`src/rtl/uart_tx_param.sv`:
```
// Word FIFO feeding the UART frame engine; power-of-2 depth, pointers wrap naturally.
// Latency: a pushed word is visible at the head (level != 0) one cycle after the push.
// Backpressure: wr_rdy drops while full; a held write is ignored until space frees up.
module uart_tx_fifo #(
    parameter int W     = 8,
    parameter int DEPTH = 16
) (
    input  logic                     clk,
    input  logic                     rst_n,
    input  logic                     wr_vld,
    output logic                     wr_rdy,
    input  logic [W-1:0]             wr_dat,
    input  logic                     rd_en,
    output logic [W-1:0]             rd_dat,
    output logic [$clog2(DEPTH):0]   level
);
    localparam int AW = $clog2(DEPTH);

    logic [W-1:0]  mem [DEPTH];
    logic [AW-1:0] wr_ptr;
    logic [AW-1:0] rd_ptr;
    logic          wr_en;
    logic          rd_go;

    assign wr_rdy = (level < (AW+1)'(DEPTH));
    assign wr_en  = wr_vld & wr_rdy;
    assign rd_go  = rd_en & (level != '0);
    assign rd_dat = mem[rd_ptr];

    always_ff @(posedge clk or negedge rst_n) begin
        if (!rst_n) begin
            wr_ptr <= '0;
            rd_ptr <= '0;
            level  <= '0;
        end else begin
            if (wr_en) wr_ptr <= wr_ptr + 1'b1;
            if (rd_go) rd_ptr <= rd_ptr + 1'b1;
            case ({wr_en, rd_go})
                2'b10:   level <= level + 1'b1;
                2'b01:   level <= level - 1'b1;
                default: level <= level;
            endcase
        end
    end

    always_ff @(posedge clk) begin
        if (wr_en) mem[wr_ptr] <= wr_dat;
    end
endmodule

// Parameterised UART transmitter: FIFO-buffered words sent as start/data/parity/stop frames.
// Latency: push in cycle N into an idle, empty block puts the start bit on tx from N+2.
// Backpressure: tx_ready low while the FIFO holds FIFO_DEPTH words; frames run back-to-back.
module uart_tx_param #(
    parameter int FCLK       = 100000000,
    parameter int BAUD       = 115200,
    parameter int DATA_BITS  = 8,
    parameter int PARITY     = 0,
    parameter int STOP_BITS  = 1,
    parameter int FIFO_DEPTH = 16
) (
    input  logic                          clk,
    input  logic                          rst_n,
    input  logic [DATA_BITS-1:0]          tx_data,
    input  logic                          tx_valid,
    output logic                          tx_ready,
    output logic                          tx,
    output logic                          busy,
    output logic [$clog2(FIFO_DEPTH):0]   fifo_level
);
    localparam int DIV = FCLK / BAUD;
    localparam int CW  = (DIV > 1) ? $clog2(DIV) : 1;

    if (DATA_BITS < 5 || DATA_BITS > 9) begin : g_bad_data_bits
        $error("uart_tx_param: DATA_BITS must be 5..9");
    end
    if (PARITY < 0 || PARITY > 2) begin : g_bad_parity
        $error("uart_tx_param: PARITY must be 0, 1 or 2");
    end
    if (STOP_BITS < 1 || STOP_BITS > 2) begin : g_bad_stop_bits
        $error("uart_tx_param: STOP_BITS must be 1 or 2");
    end
    if (FIFO_DEPTH < 2 || (FIFO_DEPTH & (FIFO_DEPTH - 1)) != 0) begin : g_bad_depth
        $error("uart_tx_param: FIFO_DEPTH must be a power of 2, at least 2");
    end
    if (DIV < 1) begin : g_bad_div
        $error("uart_tx_param: FCLK must be at least BAUD");
    end

    typedef enum logic [2:0] {S_IDLE, S_START, S_DATA, S_PARITY, S_STOP} state_t;

    state_t                 state_q, state_d;
    logic [CW-1:0]          cnt_q, cnt_d;
    logic [3:0]             bit_q, bit_d;
    logic [DATA_BITS-1:0]   shift_q, shift_d;
    logic                   par_q, par_d;
    logic                   tx_q, tx_d;
    logic                   pop;
    logic                   load;
    logic                   bit_end;
    logic [DATA_BITS-1:0]   head_dat;

    uart_tx_fifo #(.W(DATA_BITS), .DEPTH(FIFO_DEPTH)) u_fifo (
        .clk    (clk),
        .rst_n  (rst_n),
        .wr_vld (tx_valid),
        .wr_rdy (tx_ready),
        .wr_dat (tx_data),
        .rd_en  (pop),
        .rd_dat (head_dat),
        .level  (fifo_level)
    );

    assign bit_end = (cnt_q == CW'(DIV - 1));

    always_comb begin
        state_d = state_q;
        cnt_d   = bit_end ? '0 : cnt_q + 1'b1;
        bit_d   = bit_q;
        shift_d = shift_q;
        par_d   = par_q;
        load    = 1'b0;
        pop     = 1'b0;
        case (state_q)
            S_IDLE: begin
                cnt_d = '0;
                if (fifo_level != '0) load = 1'b1;
            end
            S_START: begin
                if (bit_end) begin
                    state_d = S_DATA;
                    bit_d   = '0;
                end
            end
            S_DATA: begin
                if (bit_end) begin
                    shift_d = shift_q >> 1;
                    if (bit_q == 4'(DATA_BITS - 1)) begin
                        bit_d   = '0;
                        state_d = (PARITY != 0) ? S_PARITY : S_STOP;
                    end else begin
                        bit_d = bit_q + 1'b1;
                    end
                end
            end
            S_PARITY: begin
                if (bit_end) begin
                    state_d = S_STOP;
                    bit_d   = '0;
                end
            end
            S_STOP: begin
                if (bit_end) begin
                    if (bit_q == 4'(STOP_BITS - 1)) begin
                        state_d = S_IDLE;
                        bit_d   = '0;
                        // Chain straight into the next frame so there is no idle gap.
                        if (fifo_level != '0) load = 1'b1;
                    end else begin
                        bit_d = bit_q + 1'b1;
                    end
                end
            end
            default: state_d = S_IDLE;
        endcase
        if (load) begin
            pop     = 1'b1;
            state_d = S_START;
            cnt_d   = '0;
            bit_d   = '0;
            shift_d = head_dat;
            par_d   = (^head_dat) ^ (PARITY == 2);
        end
        case (state_d)
            S_START:  tx_d = 1'b0;
            S_DATA:   tx_d = shift_d[0];
            S_PARITY: tx_d = par_d;
            default:  tx_d = 1'b1;
        endcase
    end

    always_ff @(posedge clk or negedge rst_n) begin
        if (!rst_n) begin
            state_q <= S_IDLE;
            cnt_q   <= '0;
            bit_q   <= '0;
            shift_q <= '0;
            par_q   <= 1'b0;
            tx_q    <= 1'b1;
        end else begin
            state_q <= state_d;
            cnt_q   <= cnt_d;
            bit_q   <= bit_d;
            shift_q <= shift_d;
            par_q   <= par_d;
            tx_q    <= tx_d;
        end
    end

    assign tx   = tx_q;
    assign busy = (state_q != S_IDLE) || (fifo_level != '0);
endmodule

```
`config.mk`:
```
export PLATFORM = sky130hd
export DESIGN_NAME = uart_tx_param
export DESIGN_NICKNAME = d
export VERILOG_FILES = /design/src/rtl/uart_tx_param.sv
export SDC_FILE = /design/constraint.sdc
export NUM_CORES = 1
export LEC_CHECK = 0
export CORE_MARGIN = 10
export CORE_UTILIZATION = 60
export CTS_BUF_LIST = sky130_fd_sc_hd__clkbuf_8
export DETAILED_ROUTE_END_ITERATION = 6
export PLACE_DENSITY_LB_ADDON = 0.1
export REMOVE_ABC_BUFFERS = 1
export SLEW_MARGIN = 20
export SYNTH_ARGS = -nofsm -noshare
export SYNTH_HDL_FRONTEND = slang
export SYNTH_SLANG_ARGS = --single-unit
```
`constraint.sdc`:
```
create_clock -name clk -period 4.8 [get_ports clk]
set_clock_uncertainty 0.2 [all_clocks]
set_input_delay 0.72 -clock clk [delete_from_list [all_inputs] [get_ports clk]]
set_output_delay 0.72 -clock clk [all_outputs]
set_load 0.02 [all_outputs]
```
# Yosys cells after proc, flatten, opt, wreduce, memory -nomap -nowiden
# Memories as Yosys holds them, arrays and structs flattened.
# Cells that the tools add are included.
word_totals:
  reg_bits: 40
  mem_bits_rw: 128
  output_inout_bits: 8
  elab_cells: 78
  n_memories: 1
mem_list:
  columns: ["name", "depth", "width", "read_ports", "rd_ports_with_merged_regs", "wr", "line_no", "text"]
  rows:
  - ["u_fifo.mem", 16, 8, 1, 0, 1, "19", "logic [W-1:0] mem [DEPTH];"]
classes:
  n_addsub: 6
  order_cmp: 1
  eq_ne: 14
  n_mux: 31
  bitwise: 2
  n_reduce_logical: 13
op_table:
  columns: ["operator", "n"]
  rows:
  - ["10-bit two-way mux", 3]
  - ["4-bit two-way mux", 6]
  - ["8-bit two-way mux", 3]
  - ["3-bit two-way mux", 7]
  - ["3-bit case mux with 5 select lines", 1]
  - ["4-bit by 1-bit adder with 4-bit output, second input constant", 3]
  - ["3-bit by 2-bit equality test with 1-bit output, second input constant", 4]
  - ["4-bit case mux with 3 select lines", 1]
  - ["10-bit by 1-bit adder with 10-bit output, second input constant", 1]
  - ["10-bit equality test, second input constant", 1]
  - ["5-bit case mux with 2 select lines", 1]
  - ["8-bit XOR reduction", 1]
  - ["1-bit two-way mux", 7]
  - ["3-bit by 1-bit equality test with 1-bit output, second input constant", 2]
  - ["3-bit != test, second input constant", 2]
  - ["2-bit nonzero test", 3]
  - ["5-bit by 1-bit adder with 5-bit output, second input constant", 1]
  - ["5-bit < comparator, second input constant", 1]
  - ["5-bit nonzero test", 1]
  - ["5-bit by 1-bit subtractor with 5-bit output, second input constant", 1]
  - ["4-bit by 3-bit equality test with 1-bit output, second input constant", 1]
  - ["4-bit logical NOT", 1]
  - ["4-bit AND reduction", 1]
  - ["4-bit nonzero test", 1]
  - ["12 further kinds", 13]

# Logic depth before layout (Yosys ltp)
# Gate-level depths: netlist of run 1.
logic_depth:
  ltp_word: 9
  mapped_depth: 16

# By module
# From an unflattened synthesis of run 1, not the netlist that was laid out.
hier_totals:
  hier_cells: 479
  hier_area_um2: 7298.2
modules_own_cells:
  columns: ["module", "instances", "cells_each", "area_each_um2", "seq_area_each_um2"]
  rows:
  - ["uart_tx_fifo", 1, 326, 5778.0, 4169.0]
  - ["uart_tx_param", 1, 153, 1520.2, 676.9]

# Least setup slack after synthesis of run 1
# OpenSTA, ideal clock, no wires.
synth_path:
  kind: "register to register"
  startpoint: "register cnt_q[0]"
  endpoint: "register u_fifo.level[4]"
  setup_time_ns: 0.128
  arrival_ns: 3.603
  t_required_ns: 4.472
  setup_slack_ns: 0.869
  stages_incl_launch_ff: 17
  n_path_buf: 2
  synth_period_minus_slack_ns: 3.931
  cell_sequence: "dfrtp_1 > ha_1 > or3b_1 > nor4_4 > nand2_2 > a2111oi_4 > buf_2 > ha_1 > clkbuf_1 > xor2_1 > ha_1 > o21ai_0 > a21oi_1 > a21oi_1 > xor2_1 > nor2_1 > xnor2_1"
synth_via:
  elab_chain_len: 7
  elab_cells_between_ends: 9
  cone_classes: "3 x eq/ne; 4 x mux; 1 x bitwise; 1 x reduce/logical"
synth_lines:
  columns: ["element", "line_no", "text"]
  rows:
  - ["start: declaration", "93", "logic [CW-1:0] cnt_q, cnt_d;"]
  - ["start signal: assignment", "192", "cnt_q <= cnt_d;"]
  - ["10-bit equality test *", "114", "assign bit_end = (cnt_q == CW'(DIV - 1));"]
  - ["1-bit two-way mux *", "153", "if (bit_end) begin"]
  - ["1-bit case mux with 2 select lines *", "124", "case (state_q)"]
  - ["1-bit two-way mux *", "166", "if (load) begin"]
  - ["1-bit AND *", "27", "assign rd_go = rd_en & (level != '0);"]
  - ["net u_fifo.rd_go", "23", "logic rd_go;"]
  - ["2-bit by 1-bit equality test with 1-bit output / 2-bit equality test (equally long branches)", "38", "case ({wr_en, rd_go})"]
  - ["5-bit case mux with 2 select lines / 2-bit nonzero test (equally long branches)", null, null]
  - ["end signal: assignment", "39", "2'b10: level <= level + 1'b1;"]
  - ["end signal: assignment", "40", "2'b01: level <= level - 1'b1;"]
  - ["end signal: assignment", "41", "default: level <= level;"]
  - ["end: declaration", "15", "output logic [$clog2(DEPTH):0] level"]
# The timed path passes the listed nets; every way through them passes the cells marked *.
# A chain may end at the register's enable or synchronous reset.

# Final worst setup path of run 1
layout_path:
  startpoint: "register cnt_q[0]"
  endpoint: "register u_fifo.level[4]"
layout_via:
  elab_chain_len: 7
  elab_cells_between_ends: 9
  cone_classes: "3 x eq/ne; 4 x mux; 1 x bitwise; 1 x reduce/logical"
layout_lines:
  columns: ["element", "line_no"]
  rows:
  - ["10-bit equality test *", "114"]
  - ["1-bit two-way mux *", "153"]
  - ["1-bit case mux with 2 select lines *", "124"]
  - ["1-bit two-way mux *", "166"]
  - ["1-bit AND *", "27"]
  - ["2-bit by 1-bit equality test with 1-bit output / 2-bit equality test (equally long branches)", "38"]
  - ["5-bit case mux with 2 select lines / 2-bit nonzero test (equally long branches)", null]
# Mark *: on every way between the ends. The rest lies on a longest branch, timed or not.

==> out/qor.txt, run 1 <==
SETUP PATH
------------------------------------------------------------------------------------
Highest fanout seen on the critical path ..............................           10
Endpoint arrival time on the critical path ............................      4040 ps
Worst endpoint required time ..........................................      4940 ps
Category of the worst setup path launch point .........................    flip-flop
Category of the most critical setup path ..............................      reg2reg
Critical path endpoint category .......................................    flip-flop

GRT
------------------------------------------------------------------------------------
Via count of the first global-routing pass ............................         3870
Aggregate global routing overflow .....................................            0
GR Util All Layers ....................................................       0.1682
Largest net degree at the start of global routing .....................           41
First-pass GRT wire length ............................................     21110 µm
Antenna violations before repair ......................................            0

STATUS
------------------------------------------------------------------------------------
Status ................................................................ finished, final reports clean

CTS
------------------------------------------------------------------------------------
Max Buffers Root-to-Sink ..............................................            2
Resized Gates After CTS ...............................................            0
Post CTS Setup Buffer Count ...........................................            0
Latest clock arrival within the worst-skew pair .......................       450 ps
Clk slew on worst S/H paths ...........................................        90 ps
Clock H-tree levels ...................................................            4
Clock sink total ......................................................          168
Root cell of the clock tree ........................................... sky130_fd_sc_hd__clkbuf_8
Number of buffers added by the clock tree synthesis step ..............           17
# hold bufs at CTS ....................................................            0
Clock tree from TritonCTS .............................................        built

FINAL LAYOUT
------------------------------------------------------------------------------------
Number of nets at the end of the flow .................................          495
Multi-input gate area in the final layout .............................     2106 µm²
Sequential standard cell area .........................................     4847 µm²
Filler instances ......................................................          787
Area delta synth->final ...............................................       9.824%
Final Core Density ....................................................       0.6766
Share of cells above drive strength 1 .................................       0.1674
Antenna diode count ...................................................            0

SYNTHESIS
------------------------------------------------------------------------------------
Simple logic cell fraction of the synthesized area ....................      0.07566
Ys flop type .......................................................... sky130_fd_sc_hd__edfxtp_1
Yosys warnings ........................................................            0
Number of flip-flops and latches in the synthesized netlist ...........          168
Number of synthesized flops with an enable pin ........................          128
Combinational family with the most area after synthesis ............... multiplexers
Compound-Gate Fraction of Synth Area ..................................      0.05203
Area share of the leading cell type in the synthesized netlist ........       0.5418
Post-synthesis instance area ..........................................     7094 µm²
Library cell with the largest summed area after synthesis ............. sky130_fd_sc_hd__edfxtp_1
Synthesized-area fraction occupied by adder cells .....................      0.02116
Share of flip-flops with an asynchronous set or reset after synthesis .       0.2381
Unique cell type count in the Yosys netlist ...........................           43
Syn Inst Count ........................................................          450
Leading cell types by total area after synthesis ...................... sky130_fd_sc_hd__edfxtp_1 54%, sky130_fd_sc_hd__dfrtp_1 14%, sky130_fd_sc_hd__mux4_2 10%
Most common library cells after synthesis ............................. 128 x sky130_fd_sc_hd__edfxtp_1, 39 x sky130_fd_sc_hd__dfrtp_1, 39 x sky130_fd_sc_hd__nand2_1, 34 x sky130_fd_sc_hd__nor2_1, 32 x sky130_fd_sc_hd__mux4_2
Portion of netlist area occupied by mux cells .........................       0.1146
Avg Synthesized Cell Area .............................................    15.77 µm²
Share of the yosys chip area belonging to registers ...................       0.6831
Post-synthesis share of cell area spent on xor and xnor gates .........      0.03333
Library cell with the highest instance count after synthesis .......... sky130_fd_sc_hd__edfxtp_1

ROUTING
------------------------------------------------------------------------------------
DRC violation total after the first TritonRoute iteration .............          381
Routed WL per cell ....................................................     20.66 µm
Total via count after detailed routing ................................         3745
DRC errors left .......................................................            0
First-pass iteration count of the detailed router .....................            7
Routed vias/inst ......................................................        5.973
Count of antenna-violating nets left after detailed routing ...........            0
Post-Route WL .........................................................     12950 µm

STA
------------------------------------------------------------------------------------
Slew Viols, Final .....................................................            0
Unrepaired setup endpoints after global routing .......................        false
Fmax achieved .........................................................    256.6 MHz
Setup total negative slack ............................................         0 ps
Final setup violation count ...........................................            0
Worst hold-check slack ................................................     193.2 ps
Final-report hold violation count .....................................            0
Pin slew with the least headroom to its limit .........................     956.8 ps
Worst setup margin ....................................................     902.4 ps
Crit share post-route .................................................       0.8120
Min Clock Period, post-route ..........................................      3898 ps
Slew margin rel. ......................................................       0.3621

PLACE
------------------------------------------------------------------------------------
Final estimated routing congestion in global placement ................       0.9152
Placed wire-length estimate after detailed placement ..................      8464 µm
Pre-CTS WS ............................................................     947.5 ps
PortBufs ..............................................................           18

WORST HOLD PATH
------------------------------------------------------------------------------------
Worst Hold Class ......................................................     in2async

PWR
------------------------------------------------------------------------------------
Lkg Pwr ...............................................................  0.002704 µW
Proportion of power drawn by the clock network ........................        0.377
Final Power ...........................................................      2588 µW
Total net switching power .............................................     546.0 µW
Combinational power share .............................................        0.017
Share of power burned in registers ....................................        0.607
Internal Pwr Total ....................................................      2042 µW
Power density over cell area .......................................... 332.2 nW/µm²
Switching portion of total power ......................................       0.2110
Maximum ir drop on the vdd rail .......................................    0.2848 mV

DIE
------------------------------------------------------------------------------------
Width of the die ......................................................     128.7 µm
FP Rows ...............................................................           39
Area of the core ......................................................    11520 µm²
Effective utilization at floorplan ....................................       0.6160
Boundary pin count ....................................................           19
DIE HEIGHT ............................................................     128.7 µm
Floorplan die area ....................................................    16570 µm²

RUN
------------------------------------------------------------------------------------
Number of max-cap violations ..........................................            0

==> routing by layer <==
metal	part of all wire	up-vias	global-route usage
met3	0.050	16	0.04066
met2	0.49	104	0.2576
met1	0.44	1888	0.2292
li1	-	1737	-
met4	0.019	0	0.06689
met5	0	-	0
==> worst paths after layout <==
check                           startpoint          endpoint  slack [ps]  cells after the start
worst max-delay path              cnt_q[0]   u_fifo.level[4]         900                     14
worst min-delay path                 rst_n          cnt_q[5]         190                      1
worst max register to register    cnt_q[0]   u_fifo.level[4]         900                     14
worst min register to register    cnt_q[0]          cnt_q[0]         300                      1
max in group asynchronous            rst_n  u_fifo.rd_ptr[0]        3590                      1
min in group clk                  cnt_q[0]          cnt_q[0]         300                      1
==> registers in the layout, summed over array words and instances (netlist names) <==
register	flops
shift_q	8
u_fifo.wr_ptr	4
cnt_q	10
u_fifo.rd_ptr	4
bit_q	4
par_q	1
u_fifo.mem	128
tx	1
u_fifo.level	5
state_q	3
==> power by group through the flow <==
| stage | Combinational, µW | Clock, µW | Sequential [µW] |
|---|---|---|---|
| after floorplan | 6.95 | 0 | 1600 |
| after global placement | 41.5 | 0 | 1600 |
| after detailed placement | 43.7 | 0 | 1600 |
| after CTS | 43.9 | 988 | 1570 |
| after global routing | 48.2 | 1050 | 1570 |
| final | 43.0 | 975 | 1570 |
==> through the flow <==
stage | instances | instance area [µm²]
floorplan | 427 | 6997
global placement | 596 | 7412
detailed placement | 596 | 7412
CTS | 627 | 7791
global route | 627 | 7791
finish | 627 | 7791
==> cells in the final DEF, fill, tap and decap left out, types with 12 or more instances in the layout <==
cell,netlist,final
sky130_fd_sc_hd__clkdlybuf4s50_1,0,17
sky130_fd_sc_hd__dfrtp_1,39,38
sky130_fd_sc_hd__nand2_1,39,39
sky130_fd_sc_hd__mux4_2,32,32
sky130_fd_sc_hd__inv_1,12,12
sky130_fd_sc_hd__a22oi_1,17,17
sky130_fd_sc_hd__edfxtp_1,128,128
sky130_fd_sc_hd__ha_1,12,12
sky130_fd_sc_hd__xnor2_1,18,18
sky130_fd_sc_hd__clkbuf_8,0,17
sky130_fd_sc_hd__o21ai_0,19,19
sky130_fd_sc_hd__nor2_1,34,34
==> logic make-up (layout without fill, tap and decap cells) <==
group	after synthesis	in the layout
buf+inv	35	69
xor+xnor	27	27
compound gates	54	54
fa+ha+maj	12	12
mux	41	41
simple gates	113	113
flops	168	168
==> worst max-delay path, stage by stage, from the launching register on <==
cell	delay, ps
sky130_fd_sc_hd__dfrtp_1	400
sky130_fd_sc_hd__ha_1	220
sky130_fd_sc_hd__or3b_1	410
sky130_fd_sc_hd__nor4_4	450
sky130_fd_sc_hd__nand2_2	160
sky130_fd_sc_hd__a2111oi_4	390
sky130_fd_sc_hd__ha_1	410
sky130_fd_sc_hd__xor2_1	120
sky130_fd_sc_hd__ha_1	220
sky130_fd_sc_hd__o21ai_0	180
sky130_fd_sc_hd__a21oi_1	100
sky130_fd_sc_hd__a21oi_1	170
sky130_fd_sc_hd__xor2_1	160
sky130_fd_sc_hd__nor2_1	70
sky130_fd_sc_hd__xnor2_1	130
==> final cells by class <==
cell class                      instances  share of cell area
Timing Repair Buffer                   26             0.03019
Clock inverter                         14             0.01863
Tap cell                              143             0.02296
Sequential cell                       168              0.6221
Multi-Input combinational cell        247              0.2703
Clock buffer                           17             0.03003
Inverter                               12            0.005781
(Power assumes the default switching activity.)
==> run 2, diff against run 1 <==
- CORE_UTILIZATION: 60 -> 58
- clock period: 4.8 -> 3.3 ns (I/O delays scaled with it)
==> out/qor.txt, run 2 (synthesized netlist as in run 1, its figures left out) <==
WORST HOLD PATH
----------------------------------------------------------------------------
Worst Hold Class ..............................................      reg2reg

FINAL LAYOUT
----------------------------------------------------------------------------
Final design area excluding fillers ...........................     8001 µm²   +2.7%
Final std cells w/o fill ......................................          656   +4.6%
Registers with the most flip-flops ............................ u_fifo.mem x128, cnt_q x10, shift_q x8
Multi-input gate area in the final layout .....................     2136 µm²   +1.4%
Area delta synth->final .......................................       12.79%
Most used cells in the layout excluding fill and tap cells .... 128 x sky130_fd_sc_hd__edfxtp_1, 39 x sky130_fd_sc_hd__nand2_1, 38 x sky130_fd_sc_hd__dfrtp_1
Share of cells above drive strength 1 .........................       0.2181   +0.05072
Antenna diode count ...........................................            0   unchanged
Largest Register ..............................................   u_fifo.mem
Max FFs per register ..........................................          128   unchanged
Most common library cell in the layout ignoring fill and taps . sky130_fd_sc_hd__edfxtp_1
Sequential standard cell area .................................     4847 µm²   unchanged
Filler instances ..............................................          853   +8.4%
Number of nets at the end of the flow .........................          519   +4.8%
Final Core Density ............................................       0.6661   -0.01041

SETUP PATH
----------------------------------------------------------------------------
Category of the worst setup path launch point .................    flip-flop
Highest fanout seen on the critical path ......................            3   -7
Bufs and invs on worst path ...................................            0   unchanged
Delay-heaviest family, CP ..................................... simple AND/OR/NAND/NOR gates
Master of the slowest instance on the critical path ........... sky130_fd_sc_hd__or3b_4
Critical path endpoint category ...............................    flip-flop
Endpoint arrival time on the critical path ....................      3390 ps   -650 ps
Max stage delay on crit path ..................................       380 ps   -70 ps
Cell repeated most along the worst path ....................... sky130_fd_sc_hd__ha_2
Critical-path cell list ....................................... ha_2, or3b_4, nor4_4, nand2_2, a2111oi_4, ha_2, xor2_1, ha_2, o21ai_2, a21oi_2, a21oi_2, xor2_1, nor2_1, xnor2_1
Category of the most critical setup path ......................      reg2reg
Worst endpoint required time ..................................      3490 ps   -1450 ps

ROUTING
----------------------------------------------------------------------------
Routed vias/inst ..............................................        5.886   -1.5%
Routed WL per cell ............................................     20.02 µm   -3.1%
DRC errors left ...............................................            0   unchanged
First-pass iteration count of the detailed router .............            4   -3
DRC violation total after the first TritonRoute iteration .....          313   -18%
Post-Route WL .................................................     13140 µm   +1.4%
Count of antenna-violating nets left after detailed routing ...            0   unchanged
Total via count after detailed routing ........................         3861   +3.1%

DIE
----------------------------------------------------------------------------
Floorplan die area ............................................    17060 µm²   +2.9%
Area of the core ..............................................    12010 µm²   +4.3%
Effective utilization at floorplan ............................       0.5906   -0.02541
FP Rows .......................................................           40   +2.6%
Width of the die ..............................................     130.6 µm   +1.4%
DIE HEIGHT ....................................................     130.6 µm   +1.4%
Boundary pin count ............................................           19   unchanged

GRT
----------------------------------------------------------------------------
Largest net degree at the start of global routing .............           41   unchanged
Aggregate global routing overflow .............................            0   unchanged
First-pass GRT wire length ....................................     20890 µm   -1.0%
Via count of the first global-routing pass ....................         3828   -1.1%
Antenna violations before repair ..............................            0   unchanged
GR Util All Layers ............................................       0.1661   -0.002123

STA
----------------------------------------------------------------------------
Fmax achieved .................................................    311.6 MHz   +21%
Crit share post-route .........................................       0.9725   +0.1605
Slew Viols, Final .............................................            0   unchanged
Slew margin rel. ..............................................       0.3902   +0.02808
Min Clock Period, post-route ..................................      3209 ps   -688.3 ps
Unrepaired setup endpoints after global routing ...............         true
Final setup violation count ...................................            0   unchanged
Final-report hold violation count .............................            0   unchanged
Setup total negative slack ....................................         0 ps   unchanged
Pin slew with the least headroom to its limit .................     914.7 ps   -42.12 ps

STATUS
----------------------------------------------------------------------------
Status ........................................................ finished, final reports clean

PLACE
----------------------------------------------------------------------------
Placed wire-length estimate after detailed placement ..........      8511 µm   +0.55%
PortBufs ......................................................           18   unchanged
Placed insts ..................................................          620   +4.0%
Final estimated routing congestion in global placement ........       0.8259   -9.8%
Post-place instance area ......................................     7580 µm²   +2.3%

CTS
----------------------------------------------------------------------------
Number of buffers added by the clock tree synthesis step ......           17   unchanged
Latest clock arrival within the worst-skew pair ...............       460 ps   about the same
Root cell of the clock tree ................................... sky130_fd_sc_hd__clkbuf_8
Clock tree from TritonCTS .....................................        built
Clk slew on worst S/H paths ...................................        90 ps   about the same
Clock H-tree levels ...........................................            4   unchanged
Clock sink total ..............................................          168   unchanged
Max Buffers Root-to-Sink ......................................            2   unchanged

RUN
----------------------------------------------------------------------------
Number of max-cap violations ..................................            0   unchanged

PWR
----------------------------------------------------------------------------
Lkg Pwr .......................................................  0.002827 µW   +4.5%
Maximum ir drop on the vdd rail ...............................    0.3480 mV   +22%
Power density over cell area .................................. 461.4 nW/µm²   +39%

[run 2: path summary, 6_finish.rpt]
check | start | to | slack [ps] | cells after the start
hold / removal | par_q | tx | 320 | 2
hold reg to reg | par_q | tx | 320 | 2
min in group asynchronous | rst_n | cnt_q[8] | 510 | 2
setup / recovery | cnt_q[0] | u_fifo.level[4] | 90 | 14
setup reg to reg | cnt_q[0] | u_fifo.level[4] | 90 | 14
max in group asynchronous | rst_n | u_fifo.rd_ptr[0] | 1770 | 2
[run 2: area by class of cell]
cell class                 count  share of cell area
clock inverter                15             0.01564
multi-input combinational    247              0.2669
tap                          147             0.02299
clock buffer                  17             0.02924
inverter                      12            0.005629
sequential                   168              0.6058
timing repair buffer          50             0.05379
[run 2: repair_timing]
item / 4_1_cts / 5_1_grt
endpoints found under the setup margin: 1 / 1
gates resized for setup: 3 / 7
pin swaps: 4 / 7
gates cloned: 0 / 0
endpoints found under the hold margin: 39 / 0
hold buffers: 1 / 0
setup buffers: 1 / 2
[run 2: report_power, final]
group	internal, µW	leakage (µW)	total (µW)	switching (µW)
clock network	598	0.000186	1340	745
logic	20.8	0.000994	66.7	45.8
registers	2280	0.00165	2280	3.77
[run 2: worst register-to-register path, delay by kind of cell, from the launching register on]
kind | cells | cell delay (ps)
adders and majority gates | 3 | 660
and+or+nand+nor | 4 | 850
xor gates and xnor gates | 3 | 420
AOI/OAI and AO/OA | 4 | 640
DFF | 1 | 370
[run 2: through the flow]
step                      hold slack [ps]  total power, µW  worst slack, ps
after detailed placement            308.1             2396           -4.913
after CTS                           330.6             3725            23.95
final                               322.8             3692            90.76
after global placement              297.5             2393            121.6
after floorplan                   -0.5910             2342           -806.2
after global routing                364.3             3827           -142.0
[run 2: metal layers]
metal	global-route usage	share of wire	vias to the layer above
met2	0.2602	0.50	78
met1	0.2231	0.44	1980
met3	0.04392	0.046	14
li1	-	-	1789
met5	0	0	-
met4	0.05298	0.012	0
==> run 3, diff against run 2 <==
- CORE_UTILIZATION: 58 -> 60
- PLACE_DENSITY: default -> 0.85
- PLACE_DENSITY_LB_ADDON: 0.1 -> default
- clock period: 3.3 -> 4 ns (I/O delays scaled with it)
==> out/qor.txt, run 3 (synthesized netlist as in run 1, its figures left out) <==
STATUS
----------------------------------------------------------------------------
Status ........................................................ finished, final reports clean

GRT
----------------------------------------------------------------------------
Aggregate global routing overflow .............................            0   unchanged
Via count of the first global-routing pass ....................         3847   +0.50%
First-pass GRT wire length ....................................     20640 µm   -1.2%
GR Util All Layers ............................................       0.1656   -0.0004700
Largest net degree at the start of global routing .............           41   unchanged
Antenna violations before repair ..............................            0   unchanged

STA
----------------------------------------------------------------------------
Final setup violation count ...................................            0   unchanged
Crit share post-route .........................................       0.9085   -0.06404
Slew margin rel. ..............................................       0.4151   +0.02491
Worst setup margin ............................................     366.2 ps   +275.4 ps
Unrepaired setup endpoints after global routing ...............        false
Fmax achieved .................................................    275.2 MHz   -12%
Pin slew with the least headroom to its limit .................     877.3 ps   -37.37 ps
Min Clock Period, post-route ..................................      3634 ps   +424.6 ps
Slew Viols, Final .............................................            0   unchanged
Final-report hold violation count .............................            0   unchanged

SETUP PATH
----------------------------------------------------------------------------
Delay-heaviest family, CP .....................................  adder cells
Worst flop-to-flop path startpoint ............................     cnt_q[0]
Critical-path cell list ....................................... ha_1, or3b_1, nor4_4, nand2_2, a2111oi_4, ha_1, xor2_1, ha_1, o21ai_0, a21oi_1, a21oi_1, xor2_1, nor2_1, xnor2_1
Bufs and invs on worst path ...................................            0   unchanged
Capture point of the worst reg-to-reg path .................... u_fifo.level[4]
Max stage delay on crit path ..................................       410 ps   +30 ps
Cell repeated most along the worst path ....................... sky130_fd_sc_hd__ha_1
Category of the worst setup path launch point .................    flip-flop
Critical path endpoint category ...............................    flip-flop
Highest fanout seen on the critical path ......................            9   +6
Worst endpoint required time ..................................      4180 ps   +690 ps
R2R setup slack ...............................................       370 ps   +280 ps
Reg2reg path depth ............................................           14   unchanged
Category of the most critical setup path ......................      reg2reg
Endpoint arrival time on the critical path ....................      3810 ps   +420 ps
Master of the slowest instance on the critical path ........... sky130_fd_sc_hd__or3b_1

CTS
----------------------------------------------------------------------------
# hold bufs at CTS ............................................            0   -1
Number of buffers added by the clock tree synthesis step ......           17   unchanged
Post CTS Setup Buffer Count ...................................            0   -1
Root cell of the clock tree ................................... sky130_fd_sc_hd__clkbuf_8
Clock H-tree levels ...........................................            4   unchanged
Clock sink total ..............................................          168   unchanged
Latest clock arrival within the worst-skew pair ...............       450 ps   about the same
Max Buffers Root-to-Sink ......................................            2   unchanged
Clk slew on worst S/H paths ...................................        80 ps   about the same
Resized Gates After CTS .......................................            0   -3
Clock tree from TritonCTS .....................................        built

DIE
----------------------------------------------------------------------------
Effective utilization at floorplan ............................       0.6160   +0.02541
DIE HEIGHT ....................................................     128.7 µm   -1.4%
Boundary pin count ............................................           19   unchanged
FP Rows .......................................................           39   -2.5%
Floorplan die area ............................................    16570 µm²   -2.8%
Area of the core ..............................................    11520 µm²   -4.1%
Width of the die ..............................................     128.7 µm   -1.4%

FINAL LAYOUT
----------------------------------------------------------------------------
Max FFs per register ..........................................          128   unchanged
Share of cells above drive strength 1 .........................       0.1684   -0.04970
Sequential standard cell area .................................     4847 µm²   unchanged
Multi-input gate area in the final layout .....................     2106 µm²   -1.4%
Largest Register ..............................................   u_fifo.mem
Final std cells w/o fill ......................................          630   -4.0%
Number of nets at the end of the flow .........................          497   -4.2%
Area delta synth->final .......................................       10.48%
Filler instances ..............................................          743   -13%
Registers with the most flip-flops ............................ u_fifo.mem x128, cnt_q x10, shift_q x8
Antenna diode count ...........................................            0   unchanged
Most common library cell in the layout ignoring fill and taps . sky130_fd_sc_hd__edfxtp_1
Final Core Density ............................................       0.6806   +0.01443
Most used cells in the layout excluding fill and tap cells .... 128 x sky130_fd_sc_hd__edfxtp_1, 39 x sky130_fd_sc_hd__nand2_1, 38 x sky130_fd_sc_hd__dfrtp_1

WORST HOLD PATH
----------------------------------------------------------------------------
Worst Hold Class ..............................................     in2async

ROUTING
----------------------------------------------------------------------------
Routed vias/inst ..............................................        6.084   +3.4%
First-pass iteration count of the detailed router .............            5   +1
DRC errors left ...............................................            0   unchanged
Total via count after detailed routing ........................         3833   -0.73%
Post-Route WL .................................................     12970 µm   -1.3%
DRC violation total after the first TritonRoute iteration .....          322   +2.9%
Routed WL per cell ............................................     20.58 µm   +2.8%
Count of antenna-violating nets left after detailed routing ...            0   unchanged

PWR
----------------------------------------------------------------------------
Switching portion of total power ..............................       0.2034   -0.01194
Maximum ir drop on the vdd rail ...............................    0.4231 mV   +22%
Proportion of power drawn by the clock network ................        0.387   +0.023
Total net switching power .....................................     642.0 µW   -19%
Final Power ...................................................      3156 µW   -15%
Lkg Pwr .......................................................  0.002732 µW   -3.4%
Internal Pwr Total ............................................      2514 µW   -13%
Power density over cell area .................................. 402.7 nW/µm²   -13%
Combinational power share .....................................        0.016   -0.002
Share of power burned in registers ............................        0.597   -0.021

PLACE
----------------------------------------------------------------------------
Placed wire-length estimate after detailed placement ..........      8600 µm   +1.0%
Pre-CTS WS ....................................................     426.1 ps   +431.1 ps
Final estimated routing congestion in global placement ........       0.8166   -1.1%
Placed insts ..................................................          598   -3.5%
PortBufs ......................................................           18   unchanged

RUN
----------------------------------------------------------------------------
Number of max-cap violations ..................................            0   unchanged

run 3: cell count changes in the layout (fill, tap and decap cells not counted), moves of 2 or more:
cell,change
sky130_fd_sc_hd__a21oi_1,+3
sky130_fd_sc_hd__a21oi_2,-3
sky130_fd_sc_hd__buf_4,-20
sky130_fd_sc_hd__bufinv_16,+2
sky130_fd_sc_hd__clkinv_1,-2
sky130_fd_sc_hd__clkinv_2,-2
sky130_fd_sc_hd__clkinv_4,+4
sky130_fd_sc_hd__ha_1,+3
sky130_fd_sc_hd__ha_2,-3
sky130_fd_sc_hd__inv_8,-2
run 3: metrics by stage:
step	TNS (ps)	cell area (µm²)	hold WS [ps]
3_3_place_gp	0	7427	266.5
6_report	0	7838	64.87
2_1_floorplan	-106.2	6997	104.4
3_5_place_dp	0	7427	285.0
4_1_cts	0	7838	75.14
5_1_grt	0	7838	106.7
run 3: layer usage:
layer / wire (µm) / global-route usage / vias up
met5: 0 / 0 / -
met4: 227 / 0.05953 / 0
met3: 809 / 0.04230 / 21
met2: 6463 / 0.2670 / 137
met1: 5467 / 0.2148 / 1930
li1: - / - / 1745
run 3: worst max path at each step:
stage                   from               to  slack (ps)  cells after the start
global route        cnt_q[0]  u_fifo.level[4]          90                     14
global placement    cnt_q[0]  u_fifo.level[4]         580                     14
detailed placement  cnt_q[0]  u_fifo.level[4]         430                     14
floorplan           cnt_q[0]  u_fifo.level[4]        -110                     14
finish              cnt_q[0]  u_fifo.level[4]         370                     14
CTS                 cnt_q[0]  u_fifo.level[4]         390                     14
run 3: layout make-up:
cell class | instances | share of cell area
Clock buffer | 17 | 0.02985
Clock inverter | 15 | 0.02251
Inverter | 12 | 0.005747
Multi-Input combinational cell | 247 | 0.2687
Sequential cell | 168 | 0.6185
Tap cell | 143 | 0.02283
Timing Repair Buffer | 28 | 0.03193
run 3: power by group through the flow:
| stage | Combinational, µW | Clock (µW) | Sequential [µW] |
|---|---|---|---|
| 2_1_floorplan | 8.33 | 0 | 1920 |
| 4_1_cts | 52.6 | 1250 | 1880 |
| 6_report | 51.2 | 1220 | 1880 |
| 3_3_place_gp | 48.3 | 0 | 1920 |
| 5_1_grt | 57.4 | 1310 | 1880 |
| 3_5_place_dp | 52.6 | 0 | 1920 |
==> patch (config.mk and constraints of run 2) <==
`FCLK`: 100000000 -> 200000000.
--- a/src/rtl/uart_tx_param.sv
+++ b/src/rtl/uart_tx_param.sv
@@ -54,3 +54,3 @@
 module uart_tx_param #(
-    parameter int FCLK       = 100000000,
+    parameter int FCLK       = 200000000,
     parameter int BAUD       = 115200,
Formal check against the unedited RTL: same outputs for any inputs over 10 cycles, from zero or initial values and one cycle with rst_n low; that may be too few to reach the edited logic, so the function may still have changed.
==> patch against run 2 <==
- final cell count rose by 4.4%
- area after synthesis rose by 3.5%
- count of clock-buffer cells in the layout unchanged
- sequential share of layout area shrank 1.1 points
- routed wire length grew 6.3%
- cell area is 2.3% higher
- worst setup slack improved by 0.095 ns
- sequential cell count up 1
- highest routed layer unchanged
Power is not compared: it rests on default switching activity, and its combinational part moved more than twofold at a synthesized area within 25%.
==> patch: results (changes against run 2) <==
- Timing startpoint of the critical path: state_q[1]
- Largest net degree at the start of global routing: 42 (+2.4%)
- Hold crit path type: reg2reg
- CP max stage delay: 0.55 ns (+0.17 ns)
- Synth async-reset ratio: 24.3% (+0.45 points)
- Post-Synthesis Cells: 470 (+4.4%)
- Fin nets: 522 (+0.58%)
- Hold Path Origin: cnt_q[0]
- Worst-path fanout max: 11 (+8)
- Post-CTS setup buffer count: 0 (-1)
- Iteration-0 DRC Markers: 396 (+27%)
- Fmax: 321 MHz (+3.0%)
- Regs by FF count: u_fifo.mem: 128 flops, cnt_q: 11 flops, shift_q: 8 flops
- Critical path data arrival time: 2.42 ns (-0.97 ns)
- Pre-CTS setup slack: 0.144 ns (+0.149 ns)
- Placed instance count: 652 (+5.2%)
- Layout cells sized above 1: 18.7% (-3.1 points)
- Total Wirelength: 14000 um (+6.3%)
- Critical Path End: busy
- GRT Util Overall: 16.6% (-0.046 points)
- Largest cells by area after synthesis: edfxtp_1 52%, dfrtp_1 14%, mux4_2 9.8%
- Worst reg2reg setup slack: 0.31 ns (+0.22 ns)
- Post-Layout Cell Count: 685 (+4.4%)
- Yosys warns: 0 (unchanged)
- Critical-path top delay cell: clkdlybuf4s50_1
- Post-synth top cells: 128 x edfxtp_1, 40 x dfrtp_1, 37 x nand2_1
- Yosys cell types: 42 (-2.3%)
- Detailed placement HPWL: 8820 um (+3.7%)
- Root Driver: clkbuf_8
- Clock Path Buffers: 2 (unchanged)
- RePlAce Congestion: 0.748 (-9.4%)
- Outcome: finished clean
- Via count: 3937 (+2.0%)
- Slew HR: 37.2% (-1.8 points)
- First-pass GRT wire length: 21900 um (+4.9%)
- DRT Pass-1 Iters: 5 (+1)
- Worst reg2reg path depth: 13 (-1)
- Sequential area share after synthesis: 66.3% (-2.0 points)
- Area after DPL: 7730 um2 (+2.0%)
## patch: cell count changes after synthesis, moves of 4 or more
cell      change
nor2_1        -9
and3_1        +5
o21ai_0      -11
a21oi_1       +8
clkbuf_1      -7
xor2_1        +6
mux2i_1      +13
and2_1       +16
o21ai_1       +9
a22oi_1      -15
mux2_2        +7
o22ai_1       +4
## patch: metrics by stage
stage / total power, W / utilization [%]
3_5_place_dp: 0.00317 / 61.8
2_1_floorplan: 0.00292 / -
3_3_place_gp: 0.00316 / 61.8
5_1_grt: 0.00487 / 65.4
6_report: 0.00466 / 65.4
4_1_cts: 0.00470 / 65.2
## patch: worst max-delay path, delay by kind of cell, from the launching register on
family | cells | cell delay [ns]
DFF | 1 | 0.50
and+or+nand+nor | 2 | 0.92
buffers and inverters | 1 | 0.55
## patch: worst min-delay path by stage
stage | end | slack [ns] | depth (start not counted)
final | cnt_q[0] | 0.29 | 1
after global routing | cnt_q[0] | 0.33 | 1
after CTS | cnt_q[0] | 0.30 | 1
after detailed placement | cnt_q[0] | 0.28 | 1
after global placement | cnt_q[0] | 0.27 | 1
after floorplan | bit_q[0] | -0.0006 | 0
## patch: power by group through the flow
stage	clock, W	sequential [W]	combinational, W
global placement	0	0.00259	0.000566
CTS	0.00158	0.00255	0.000575
detailed placement	0	0.00260	0.000573
global route	0.00167	0.00257	0.000629
floorplan	0	0.00261	0.000307
finish	0.00155	0.00255	0.000564
## patch: cell type report
class / instances / area (um2)
multi-input cells: 271 / 2350
inverters: 10 / 37.5
clock inverters: 15 / 190
well taps: 172 / 215
clock buffers: 17 / 234
flip-flops and latches: 169 / 4870
repair buffers: 31 / 288
fillers: 947 / 4330
## patch: per-layer routing
metal	vias up	global-route usage, %	part of all wire, %
met3	17	3.52	4.3
met1	1990	22.3	46
met5	-	0	0
met2	93	26.0	49
li1	1837	-	-
met4	0	6.23	1.3
## patch: logic make-up (layout without fill, tap and decap cells)
kind of cell / Yosys count / after routing / synth area share, %
mux: 62 / 62 / 14.1
compound gates: 48 / 48 / 3.70
fa+ha+maj: 11 / 11 / 1.87
simple gates: 119 / 119 / 8.12
xor+xnor: 31 / 31 / 3.88
buf+inv: 30 / 73 / 2.04
flops: 169 / 169 / 66.3
## patch: timing repair
action,in CTS,in global routing
hold endpoints to repair,35,0
hold buffers,1,0
setup endpoints to repair,0,3
resized for setup,0,5
